## src/rtl/wf_window_animator_pkg.sv

```systemverilog
// ============================================================================
// Module : wf_window_animator_pkg
// Shared constants for the waveform window animator: default limits, axis
// indices and the animator state encoding.
// Rev    : 1.0
// ============================================================================
`default_nettype none

package wf_window_animator_pkg;

    localparam int DEF_SX = 138;
    localparam int DEF_EX = 838;
    localparam int DEF_SY = 62;
    localparam int DEF_EY = 482;

    localparam int AX_SX  = 0;
    localparam int AX_EX  = 1;
    localparam int AX_SY  = 2;
    localparam int AX_EY  = 3;
    localparam int NUM_AX = 4;

    typedef enum logic {
        S_IDLE   = 1'b0,
        S_MOVING = 1'b1
    } state_t;

endpackage

`default_nettype wire

```

## src/rtl/wf_window_animator_axis.sv

```systemverilog
// ============================================================================
// Module : wf_window_animator_axis
// One coordinate step: moves cur toward tgt by at most STEP, never overshooting.
// Rev    : 1.0
// ============================================================================
`default_nettype none

module wf_window_animator_axis #(
    parameter int W    = 10,
    parameter int STEP = 2
) (
    input  logic [W-1:0] i_cur,
    input  logic [W-1:0] i_tgt,
    output logic [W-1:0] o_nxt,
    output logic         o_arrive
);

    localparam logic [W-1:0] C_STEP = W'(STEP);

    always_comb begin
        o_nxt = i_cur;
        if (i_tgt > i_cur) begin
            o_nxt = ((i_tgt - i_cur) <= C_STEP) ? i_tgt : (i_cur + C_STEP);
        end else if (i_cur > i_tgt) begin
            o_nxt = ((i_cur - i_tgt) <= C_STEP) ? i_tgt : (i_cur - C_STEP);
        end
    end

    assign o_arrive = (o_nxt == i_tgt);

endmodule

`default_nettype wire

```

## src/rtl/wf_window_animator.sv

```systemverilog
// ============================================================================
// Module : wf_window_animator
// Animates the live display window toward requested limits, one bounded step
// per qualifying frame tick, with a single pending target slot.
// Rev    : 1.0
// ============================================================================
`default_nettype none

module wf_window_animator
    import wf_window_animator_pkg::*;
#(
    parameter int W               = 10,
    parameter int STEP            = 2,
    parameter int FRAMES_PER_STEP = 1
) (
    input  logic         clk,
    input  logic         rst_n,
    input  logic         i_frame_tick,
    input  logic         i_tgt_valid,
    output logic         o_tgt_ready,
    input  logic [W-1:0] i_tgt_sx,
    input  logic [W-1:0] i_tgt_ex,
    input  logic [W-1:0] i_tgt_sy,
    input  logic [W-1:0] i_tgt_ey,
    output logic [W-1:0] o_start_x,
    output logic [W-1:0] o_end_x,
    output logic [W-1:0] o_start_y,
    output logic [W-1:0] o_end_y,
    output logic         o_busy,
    output logic         o_done,
    output logic         o_cfg_err
);

    localparam int CW = $clog2(FRAMES_PER_STEP) + 1;
    localparam logic [CW-1:0] C_CNT_LAST = CW'(FRAMES_PER_STEP - 1);
    localparam logic [NUM_AX-1:0][W-1:0] C_DEF =
        {W'(DEF_EY), W'(DEF_SY), W'(DEF_EX), W'(DEF_SX)};

    state_t                    r_state, w_state_d;
    logic [NUM_AX-1:0][W-1:0]  r_lim, r_act, r_pend;
    logic [NUM_AX-1:0][W-1:0]  w_lim_d, w_act_d, w_pend_d, w_req, w_nxt;
    logic [NUM_AX-1:0]         w_arrive;
    logic                      r_pend_full, w_pend_full_d;
    logic [CW-1:0]             r_cnt, w_cnt_d;
    logic                      r_done, w_done_d, r_err, w_err_d;
    logic                      w_accept, w_well, w_load, w_update;

    assign w_req[AX_SX] = i_tgt_sx;
    assign w_req[AX_EX] = i_tgt_ex;
    assign w_req[AX_SY] = i_tgt_sy;
    assign w_req[AX_EY] = i_tgt_ey;

    generate
        for (genvar g = 0; g < NUM_AX; g++) begin : g_axis
            wf_window_animator_axis #(.W(W), .STEP(STEP)) u_axis (
                .i_cur    (r_lim[g]),
                .i_tgt    (r_act[g]),
                .o_nxt    (w_nxt[g]),
                .o_arrive (w_arrive[g])
            );
        end
    endgenerate

    assign w_accept = i_tgt_valid && !r_pend_full;
    assign w_well   = (i_tgt_sx < i_tgt_ex) && (i_tgt_sy < i_tgt_ey);
    assign w_load   = w_accept && w_well;
    assign w_update = (r_state == S_MOVING) && i_frame_tick && (r_cnt == C_CNT_LAST);

    always_comb begin
        w_state_d     = r_state;
        w_lim_d       = r_lim;
        w_act_d       = r_act;
        w_pend_d      = r_pend;
        w_pend_full_d = r_pend_full;
        w_cnt_d       = r_cnt;
        w_done_d      = 1'b0;
        w_err_d       = w_accept && !w_well;
        case (r_state)
            S_IDLE: begin
                if (w_load) begin
                    w_act_d = w_req;
                    if (w_req == r_lim) begin
                        w_done_d = 1'b1;
                    end else begin
                        w_state_d = S_MOVING;
                        w_cnt_d   = '0;
                    end
                end
            end
            default: begin
                if (i_frame_tick) begin
                    w_cnt_d = (r_cnt == C_CNT_LAST) ? '0 : (r_cnt + CW'(1));
                end
                if (w_load) begin
                    w_pend_d      = w_req;
                    w_pend_full_d = 1'b1;
                end
                if (w_update) begin
                    w_lim_d = w_nxt;
                    if (&w_arrive) begin
                        w_done_d = 1'b1;
                        // A request landing on the completing edge bypasses the slot.
                        if (r_pend_full) begin
                            w_act_d       = r_pend;
                            w_pend_full_d = 1'b0;
                        end else if (w_load) begin
                            w_act_d       = w_req;
                            w_pend_full_d = 1'b0;
                            if (w_req == w_nxt) begin
                                w_state_d = S_IDLE;
                            end
                        end else begin
                            w_state_d = S_IDLE;
                        end
                    end
                end
            end
        endcase
    end

    always_ff @(posedge clk or negedge rst_n) begin
        if (!rst_n) begin
            r_state     <= S_IDLE;
            r_lim       <= C_DEF;
            r_act       <= C_DEF;
            r_pend      <= '0;
            r_pend_full <= 1'b0;
            r_cnt       <= '0;
            r_done      <= 1'b0;
            r_err       <= 1'b0;
        end else begin
            r_state     <= w_state_d;
            r_lim       <= w_lim_d;
            r_act       <= w_act_d;
            r_pend      <= w_pend_d;
            r_pend_full <= w_pend_full_d;
            r_cnt       <= w_cnt_d;
            r_done      <= w_done_d;
            r_err       <= w_err_d;
        end
    end

    assign o_start_x   = r_lim[AX_SX];
    assign o_end_x     = r_lim[AX_EX];
    assign o_start_y   = r_lim[AX_SY];
    assign o_end_y     = r_lim[AX_EY];
    assign o_tgt_ready = !r_pend_full;
    assign o_busy      = (r_state == S_MOVING);
    assign o_done      = r_done;
    assign o_cfg_err   = r_err;

endmodule

`default_nettype wire

```

## config.mk

```make
export PLATFORM = sky130hd
export DESIGN_NAME = wf_window_animator
export DESIGN_NICKNAME = d
export VERILOG_FILES = /design/src/rtl/wf_window_animator_pkg.sv /design/src/rtl/wf_window_animator_axis.sv /design/src/rtl/wf_window_animator.sv
export SDC_FILE = /design/constraint.sdc
export NUM_CORES = 1
export LEC_CHECK = 0
export CORE_MARGIN = 3
export CORE_UTILIZATION = 49
export CTS_CLUSTER_DIAMETER = 30
export DETAILED_ROUTE_END_ITERATION = 8
export DONT_BUFFER_PORTS = 1
export PLACE_DENSITY = 0.65
export RECOVER_POWER = 100
export SYNTH_ARGS = -nofsm -noshare
export SYNTH_HDL_FRONTEND = slang
export SYNTH_SLANG_ARGS = --single-unit
```

## constraint.sdc

```tcl
create_clock -name clk -period 16.1 [get_ports clk]
set_clock_uncertainty 0.15 [all_clocks]
set_input_delay 0 -clock clk [delete_from_list [all_inputs] [get_ports clk]]
set_output_delay 0 -clock clk [all_outputs]
set_load 0.1 [all_outputs]
```

* Word-level counts from Yosys, hierarchy flattened
Cells that the tools add are included.
Widths: inputs -> output; s select.
** Cells by class
- Add/sub/neg operators :: 17
- Multipliers :: 0
- Div/mod/pow operators :: 0
- $lt $le $gt $ge :: 18
- Equal/unequal tests :: 10
- Shift-type cells :: 0
- Multiplexer cells :: 44
- Bitwise gates (word level) :: 1
- Reductions and logical operators :: 14
** Operator list (count)
- $mux 40 :: 5
- $mux 10 :: 16
- $eq 40x40->1 :: 2
- $gt 10x10->1 :: 8
- $le 10x2->1 const B :: 8
- $sub 10x10->10 :: 8
- $add 10x2->10 const B :: 4
- $eq 10x10->1 :: 4
- $sub 10x2->10 const B :: 4
- $mux 1 :: 23
- $lt 10x10->1 :: 2
- $logic_and 1x1->1 :: 6
- $reduce_and 2->1 :: 3
- $ne 2x1->1 const B :: 2
- $ne 2x2->1 const B :: 2
- $reduce_and 4->1 :: 1
- $reduce_and 3->1 :: 1
- $logic_not 1->1 :: 2
- $reduce_bool 2->1 :: 1
- $add 1x1->1 const B :: 1
- $not 1->1 :: 1
** Storage, ports and cells
- Register bits :: 125
- Latch bits :: 0
- Memory bits (writable) :: 0
- Memory bits (read-only) :: 0
- Input bits :: 44
- Output and inout bits :: 44
- Logic and storage cells :: 121
- Memories :: 0

* Depth between registers and ports, before layout
- Word-level depth :: 12
- Gate-level depth with buffers :: 20
- Depth with buffers taken out :: 17

* Modules after synthesis
From an unflattened synthesis, not the netlist that was laid out.
** Unflattened totals
- Cells, all modules :: 1859
- Area total of the unflattened synthesis :: 15371.0 µm²
** Modules (own cells, without submodules)
- wf_window_animator :: times used 1, cells an instance 496, area an instance 6327.3 µm²
- wf_window_animator_axis at g_axis[0].u_axis ... :: times used 2, cells an instance 355, area an instance 2317.2 µm²
- wf_window_animator_axis at g_axis[3].u_axis :: times used 1, cells an instance 331, area an instance 2229.6 µm²
- wf_window_animator_axis at g_axis[2].u_axis :: times used 1, cells an instance 322, area an instance 2179.6 µm²

* Least setup slack after synthesis
No wires, ideal clock.
- Kind :: register to register
- From :: register r_lim (netlist bit o_end_y[0])
- To :: register r_state, in the netlist o_busy
- Setup time :: 0.121 ns
- Arrival time :: 5.608 ns
- Setup slack :: 10.221 ns
- Stages on the path, launching flop included :: 20
- Path buffers :: 3
- Period minus slack after synthesis :: 5.879 ns
- Cells stage by stage :: dfrtp_1 > clkbuf_1 > inv_1 > ha_1 > fa_1 > xnor2_1 > a2111oi_1 > o31ai_1 > nor4_2 > and4b_1 > buf_2 > nand3_1 > and4_1 > a211o_1 > a2111o_1 > or4_4 > nor4_4 > buf_6 > nand2_1 > a22o_1
** Between the ends
- Word-level cells in the longest chain between the ends :: 12
** Ends and longest elaborated chain
- start, declared :: line wf_window_animator.sv:40 : logic [NUM_AX-1:0][W-1:0] r_lim, r_act, r_pend;
- start signal, assigned :: line wf_window_animator.sv:133 : r_lim <= w_lim_d;
- $sub 10x10->10 :: line wf_window_animator_axis.sv:25 : o_nxt = ((i_cur - i_tgt) <= C_STEP) ? i_tgt : (i_cur - C_STEP);
- $le 10x2->1 :: line wf_window_animator_axis.sv:25
- $mux 10 :: line wf_window_animator_axis.sv:25
- $mux 10 :: line wf_window_animator_axis.sv:24 : end else if (i_cur > i_tgt) begin
- $mux 10 :: line wf_window_animator_axis.sv:22 : if (i_tgt > i_cur) begin
- $eq 40x40->1 :: line wf_window_animator.sv:109 : if (w_req == w_nxt) begin
- $mux 1 :: line wf_window_animator.sv:109
- $mux 1 :: line wf_window_animator.sv:106 : end else if (w_load) begin
- $mux 1 :: line wf_window_animator.sv:103 : if (r_pend_full) begin
- $mux 1 :: line wf_window_animator.sv:100 : if (&w_arrive) begin
- $mux 1 :: line wf_window_animator.sv:98 : if (w_update) begin
- $mux 1 * :: line wf_window_animator.sv:78 : case (r_state)
- net w_state_d :: line wf_window_animator.sv:39 : state_t r_state, w_state_d;
- end signal, assigned :: line wf_window_animator.sv:132 : r_state <= w_state_d;
- end, declared :: line wf_window_animator.sv:39
The timed path passes the listed nets; every way through them passes the cells marked *.
A chain may end at the register's enable or synchronous reset.

* Worst setup path after layout
- From :: register r_lim (netlist bit o_start_x[0])
- To :: register r_act[20] (netlist name)
** Between the ends
- Word-level cells in the longest chain between the ends :: 9
** Ends and longest elaborated chain
- $sub 10x10->10 :: line wf_window_animator_axis.sv:25
- $le 10x2->1 :: line wf_window_animator_axis.sv:25
- $mux 10 :: line wf_window_animator_axis.sv:25
- $mux 10 :: line wf_window_animator_axis.sv:24
- $mux 10 * :: line wf_window_animator_axis.sv:22
- $eq 10x10->1 * :: line wf_window_animator_axis.sv:29 : assign o_arrive = (o_nxt == i_tgt);
- $reduce_and 4->1 * :: line wf_window_animator.sv:100
- $ne 2x1->1 (no source line) *
- $reduce_and 2->1 (no source line) *
- end signal, assigned :: line wf_window_animator.sv:134 : r_act <= w_act_d;
- end, declared :: line wf_window_animator.sv:40
Mark *: on every way between the ends. The rest lies on a longest branch, timed or not.

==> Flow_metrics.wiki <==
{| class="wikitable"
! Metric !! Value
|-
| Run status || complete, but fails checks
|-
| Failing checks || max-capacitance violations, max-slew violations
|-
| Internal Power || between 500 and 600 uW
|-
| Final Critical Period || around 11,000 ps
|-
| Fmax achieved || 93.9 MHz
|-
| Detailed-route wire length per cell || around 25 microns
|-
| Netlist area before placement || about 16,000 sq um
|-
| Power density relative to cell area || roughly 46 nW/um^2
|-
| Wire length of the first global-routing pass || about 94,000 microns
|-
| Switching power total || 207 uW
|-
| Synth Flop Type || sky130_fd_sc_hd__dfrtp_1
|-
| Floorplan die width || between 150 and 200 microns
|-
| Average cell area after synthesis || roughly 7.5 sq um
|-
| Count of H-tree levels built during CTS || 4
|-
| Die height || 185 microns
|-
| Required time of the worst setup path || about 16,000 ps
|-
| Post-Synthesis Cells || ~2,100
|-
| Final Hold Viols || 0
|-
| Share of the synthesized area in the top cell type || 0.141
|-
| Worst vdd ir || roughly 76 uV
|-
| Total instance count after detailed placement || between 2,000 and 2,500
|-
| Clock insertion delay at the later pin of the skew report || approximately 450 ps
|-
| Net count of the mapped netlist || ~2,200
|-
| FILL cells || 3,053
|-
| I/O pin cnt || 88
|-
| Count of distinct cell types in the synthesized netlist || between 80 and 90
|-
| Overflow left after global routing || 0
|-
| Count of buffers inserted at the top-level ports || 0
|-
| Flip-flop and latch count after synthesis || roughly 120
|-
| Critical Path Most Common Cell || sky130_fd_sc_hd__nor4_1
|-
| TritonCTS clock tree || built
|-
| Largest area contributor in the netlist || sky130_fd_sc_hd__dfrtp_1
|-
| Crit-path leading delay family || simple AND/OR/NAND/NOR gates
|-
| EDFF count, synth || 0
|-
| Row count || 64
|-
| Met2 wire length || 26,900 microns
|-
| Total clock buffers created by CTS || 17
|-
| Top layer in use || met5
|-
| Combinational power share || 0.071
|-
| Placer Congestion || slightly above 1
|-
| Leak Pwr || ~6.5 nW
|-
| Maximum number of pins on one net before global-route repair || ~130
|-
| Type of the worst setup path || reg -> reg
|-
| Transition time at the pin with the least slew margin || slightly below 7000 ps
|-
| Via count of the first global-routing pass || 15,500
|-
| Worst slew margin || -3.64
|-
| Post-detailed-placement half-perimeter wirelength || approximately 44,000 microns
|-
| Most used cells in the layout excluding fill and tap cells || sky130_fd_sc_hd__nor2_1 (205), sky130_fd_sc_hd__nand2_1 (144), sky130_fd_sc_hd__a21oi_1 (138)
|-
| Number of vias per cell after detailed routing || 6.79
|-
| Total of max-cap violations || 26
|-
| Starting Density || 0.504
|-
| Fraction of final layout cells sized beyond drive strength 1 || 0.0722
|-
| Post-route insts no fill || ~2,400
|-
| Clock input transition at the sequential cells of the worst setup and hold paths || ~60 ps
|-
| Category of the worst setup path capture point || flop
|-
| Clock root cell || sky130_fd_sc_hd__clkbuf_16
|-
| Synthesis warning total || 0
|-
| Met1 routed wirelength after detailed routing || 25,800 microns
|-
| Switching Share || 0.271
|-
| RSZ-0062 raised after global routing || false
|-
| Max incr delay on CP || around 2400 ps
|-
| Worst hold path class || in -> reg
|-
| Final TNS setup || 0 ps
|-
| Arrival time reported for the critical path endpoint || 10,860 ps
|-
| First-pass DRT Iterations || 6
|-
| Initial detailed-routing violation count || roughly 2,100
|-
| Critical path peak fanout || 64
|-
| Share of the clock period used by the worst path after layout || 0.662
|-
| # nets final || about 2,200
|-
| Most common cell after layout, fill and taps aside || sky130_fd_sc_hd__nor2_1
|-
| Via count of the routed design || 16,600
|-
| Post-detailed-route count of antenna-violating nets || 0
|-
| Power share of the clock group || 0.521
|-
| All-layer global routing usage || 0.352
|-
| Number of antenna violations at the first check in global routing || 3
|-
| Critical path, cell by cell || clkbuf_1 -> ha_1 -> inv_1 -> fa_1 -> a21oi_1 -> nor4_1 -> nor4_2 -> o311ai_0 -> nor4_1 -> nor2_1 -> a32o_1 -> nor4_1 -> o221ai_1 -> or4_1 -> nor4_1 -> buf_4 -> nor3_1 -> a211oi_2
|-
| Top post-synthesis cells by area || sky130_fd_sc_hd__dfrtp_1 (14%), sky130_fd_sc_hd__ha_1 (8.5%), sky130_fd_sc_hd__xnor2_1 (7.3%)
|-
| Core region area || between 30,000 and 40,000 sq um
|-
| Met3 Routed Length || approximately 6400 microns
|-
| Final setup violation count || 0
|-
| Cell with the largest stage delay on the worst path || sky130_fd_sc_hd__nor4_1
|-
| Number of buffer and inverter instances along the worst setup path || 3
|-
| Seq/Total Area, Yosys || 0.201
|-
| Number of max-slew violations in the final report || about 440
|-
| Routed wire length || roughly 61,000 microns
|-
| Worst hold-check slack || between 30 and 40 ps
|-
| Flop pwr share || 0.409
|-
| Sinks on Clock Net || 124
|-
| Area of the die || approximately 34,000 sq um
|-
| Clock Path Buffers || 2
|-
| Detailed-route DRC error count || 0
|-
| Crit path launch type || flop
|-
| Gates resized, CTS repair || 0
|-
| Growth of design area from synthesis to finish || 6.84%
|-
| Async set or reset register ratio after synthesis || 1.00
|}
## state kept, by name, indices dropped and copies added, names as in the netlist
name and cells:
r_act 40, o_cfg_err 1, r_pend 40, o_start_y 10
o_end_x 10, o_busy 1, r_pend_full 1, o_done 1
o_start_x 10, o_end_y 10
## logic make-up (layout without fill, tap and decap cells)
group,Yosys count,after routing,synth area share
XOR/XNOR,168,168,0.0939
AND/OR/NAND/NOR,719,719,0.226
AO/OA/AOI/OAI,626,626,0.275
other,0,2,0
multiplexers,57,57,0.0389
adder cells (fa/ha/maj),114,114,0.0949
buffers and inverters,279,242,0.0701
flip-flops,124,124,0.201
## layer usage
metal  vias to the layer above  GRT usage
met2                       995      0.544
met3                       145     0.0734
li1                       7512          -
met4                         4      0.118
met1                      7959      0.492
met5                         -          0
## what timing repair did
| action | CTS | global route |
|---|---|---|
| hold buffers | 44 | 0 |
| setup buffers | 0 | 0 |
| hold endpoints to repair | 222 | 0 |
## power by group through the flow
stage          registers (mW)  logic [mW]  clock network, mW
2_1_floorplan           0.318      0.0222                  0
3_3_place_gp            0.317      0.0297                  0
3_5_place_dp            0.317      0.0301                  0
4_1_cts                 0.312      0.0537              0.400
5_1_grt                 0.312      0.0576              0.413
6_report                0.312      0.0540              0.397
## cell type report
| type | instances | area [sq um] | area share |
|---|---|---|---|
| Multi-Input combinational cell | 1684 | 11400 | 0.681 |
| Clock inverter | 13 | 131 | 0.00785 |
| Inverter | 131 | 492 | 0.0294 |
| Tap cell | 396 | 495 | 0.0296 |
| Timing Repair Buffer | 79 | 611 | 0.0365 |
| Clock buffer | 19 | 453 | 0.0271 |
| Antenna cell | 2 | 5.00 | 0.000299 |
| Sequential cell | 124 | 3150 | 0.188 |
## per-stage QoR
stage	util	total power [mW]	instance area [sq um]	setup slack (ps)
2_1_floorplan	-	0.340	15700	10220
3_3_place_gp	0.510	0.347	15900	8300
3_5_place_dp	0.510	0.348	15900	8220
4_1_cts	0.544	0.765	16900	8240
5_1_grt	0.539	0.783	16700	4680
6_report	0.539	0.763	16700	5450
## cell usage after synthesis, types with 13 or more instances
| cell type | n |
|---|---|
| sky130_fd_sc_hd__nor3_1 | 93 |
| sky130_fd_sc_hd__and3_1 | 21 |
| sky130_fd_sc_hd__nand4_1 | 40 |
| sky130_fd_sc_hd__nor2b_1 | 20 |
| sky130_fd_sc_hd__xor2_1 | 38 |
| sky130_fd_sc_hd__nand2_1 | 145 |
| sky130_fd_sc_hd__or4_1 | 15 |
| sky130_fd_sc_hd__xnor2_1 | 130 |
| sky130_fd_sc_hd__nand2b_1 | 16 |
| sky130_fd_sc_hd__ha_1 | 106 |
| sky130_fd_sc_hd__clkbuf_1 | 113 |
| sky130_fd_sc_hd__a211oi_1 | 31 |
| sky130_fd_sc_hd__buf_2 | 19 |
| sky130_fd_sc_hd__or3_1 | 19 |
| sky130_fd_sc_hd__a21oi_1 | 138 |
| sky130_fd_sc_hd__o22ai_1 | 54 |
| sky130_fd_sc_hd__o211ai_1 | 20 |
| sky130_fd_sc_hd__a21o_1 | 30 |
| sky130_fd_sc_hd__mux2i_1 | 26 |
| sky130_fd_sc_hd__nor4_1 | 22 |
| sky130_fd_sc_hd__nand3_1 | 70 |
| sky130_fd_sc_hd__o221ai_1 | 14 |
| sky130_fd_sc_hd__inv_1 | 130 |
| sky130_fd_sc_hd__nor2_1 | 206 |
| sky130_fd_sc_hd__o21ai_0 | 127 |
| sky130_fd_sc_hd__mux2_2 | 31 |
| sky130_fd_sc_hd__a31oi_1 | 19 |
| sky130_fd_sc_hd__a211oi_2 | 30 |
| sky130_fd_sc_hd__dfrtp_1 | 88 |
| sky130_fd_sc_hd__dfstp_2 | 36 |
| sky130_fd_sc_hd__o21a_1 | 24 |
| sky130_fd_sc_hd__and2_1 | 13 |
## path summary, 6_finish.rpt
kind / slack (ps) / startpoint / to / depth (start not counted)
worst max register to register: 5450 / o_start_x[0] / r_act[20] / 18
max in group asynchronous: 8750 / rst_n / o_busy / 2
worst max-delay path: 5450 / o_start_x[0] / r_act[20] / 18
worst min register to register: 340 / r_pend[39] / r_pend[39] / 2
worst min-delay path: 30 / i_tgt_sx[9] / o_busy / 6
min in group asynchronous: 2600 / rst_n / o_end_x[7] / 2
## worst register-to-register path, delay by kind of cell (launching register included)
kind	cells	cell delay (ps)
flip-flops	1	320
buffers and inverters	3	2200
AO/OA/AOI/OAI	5	1450
adder cells (fa/ha/maj)	2	750
AND/OR/NAND/NOR	8	5720
(Power assumes the default switching activity.)
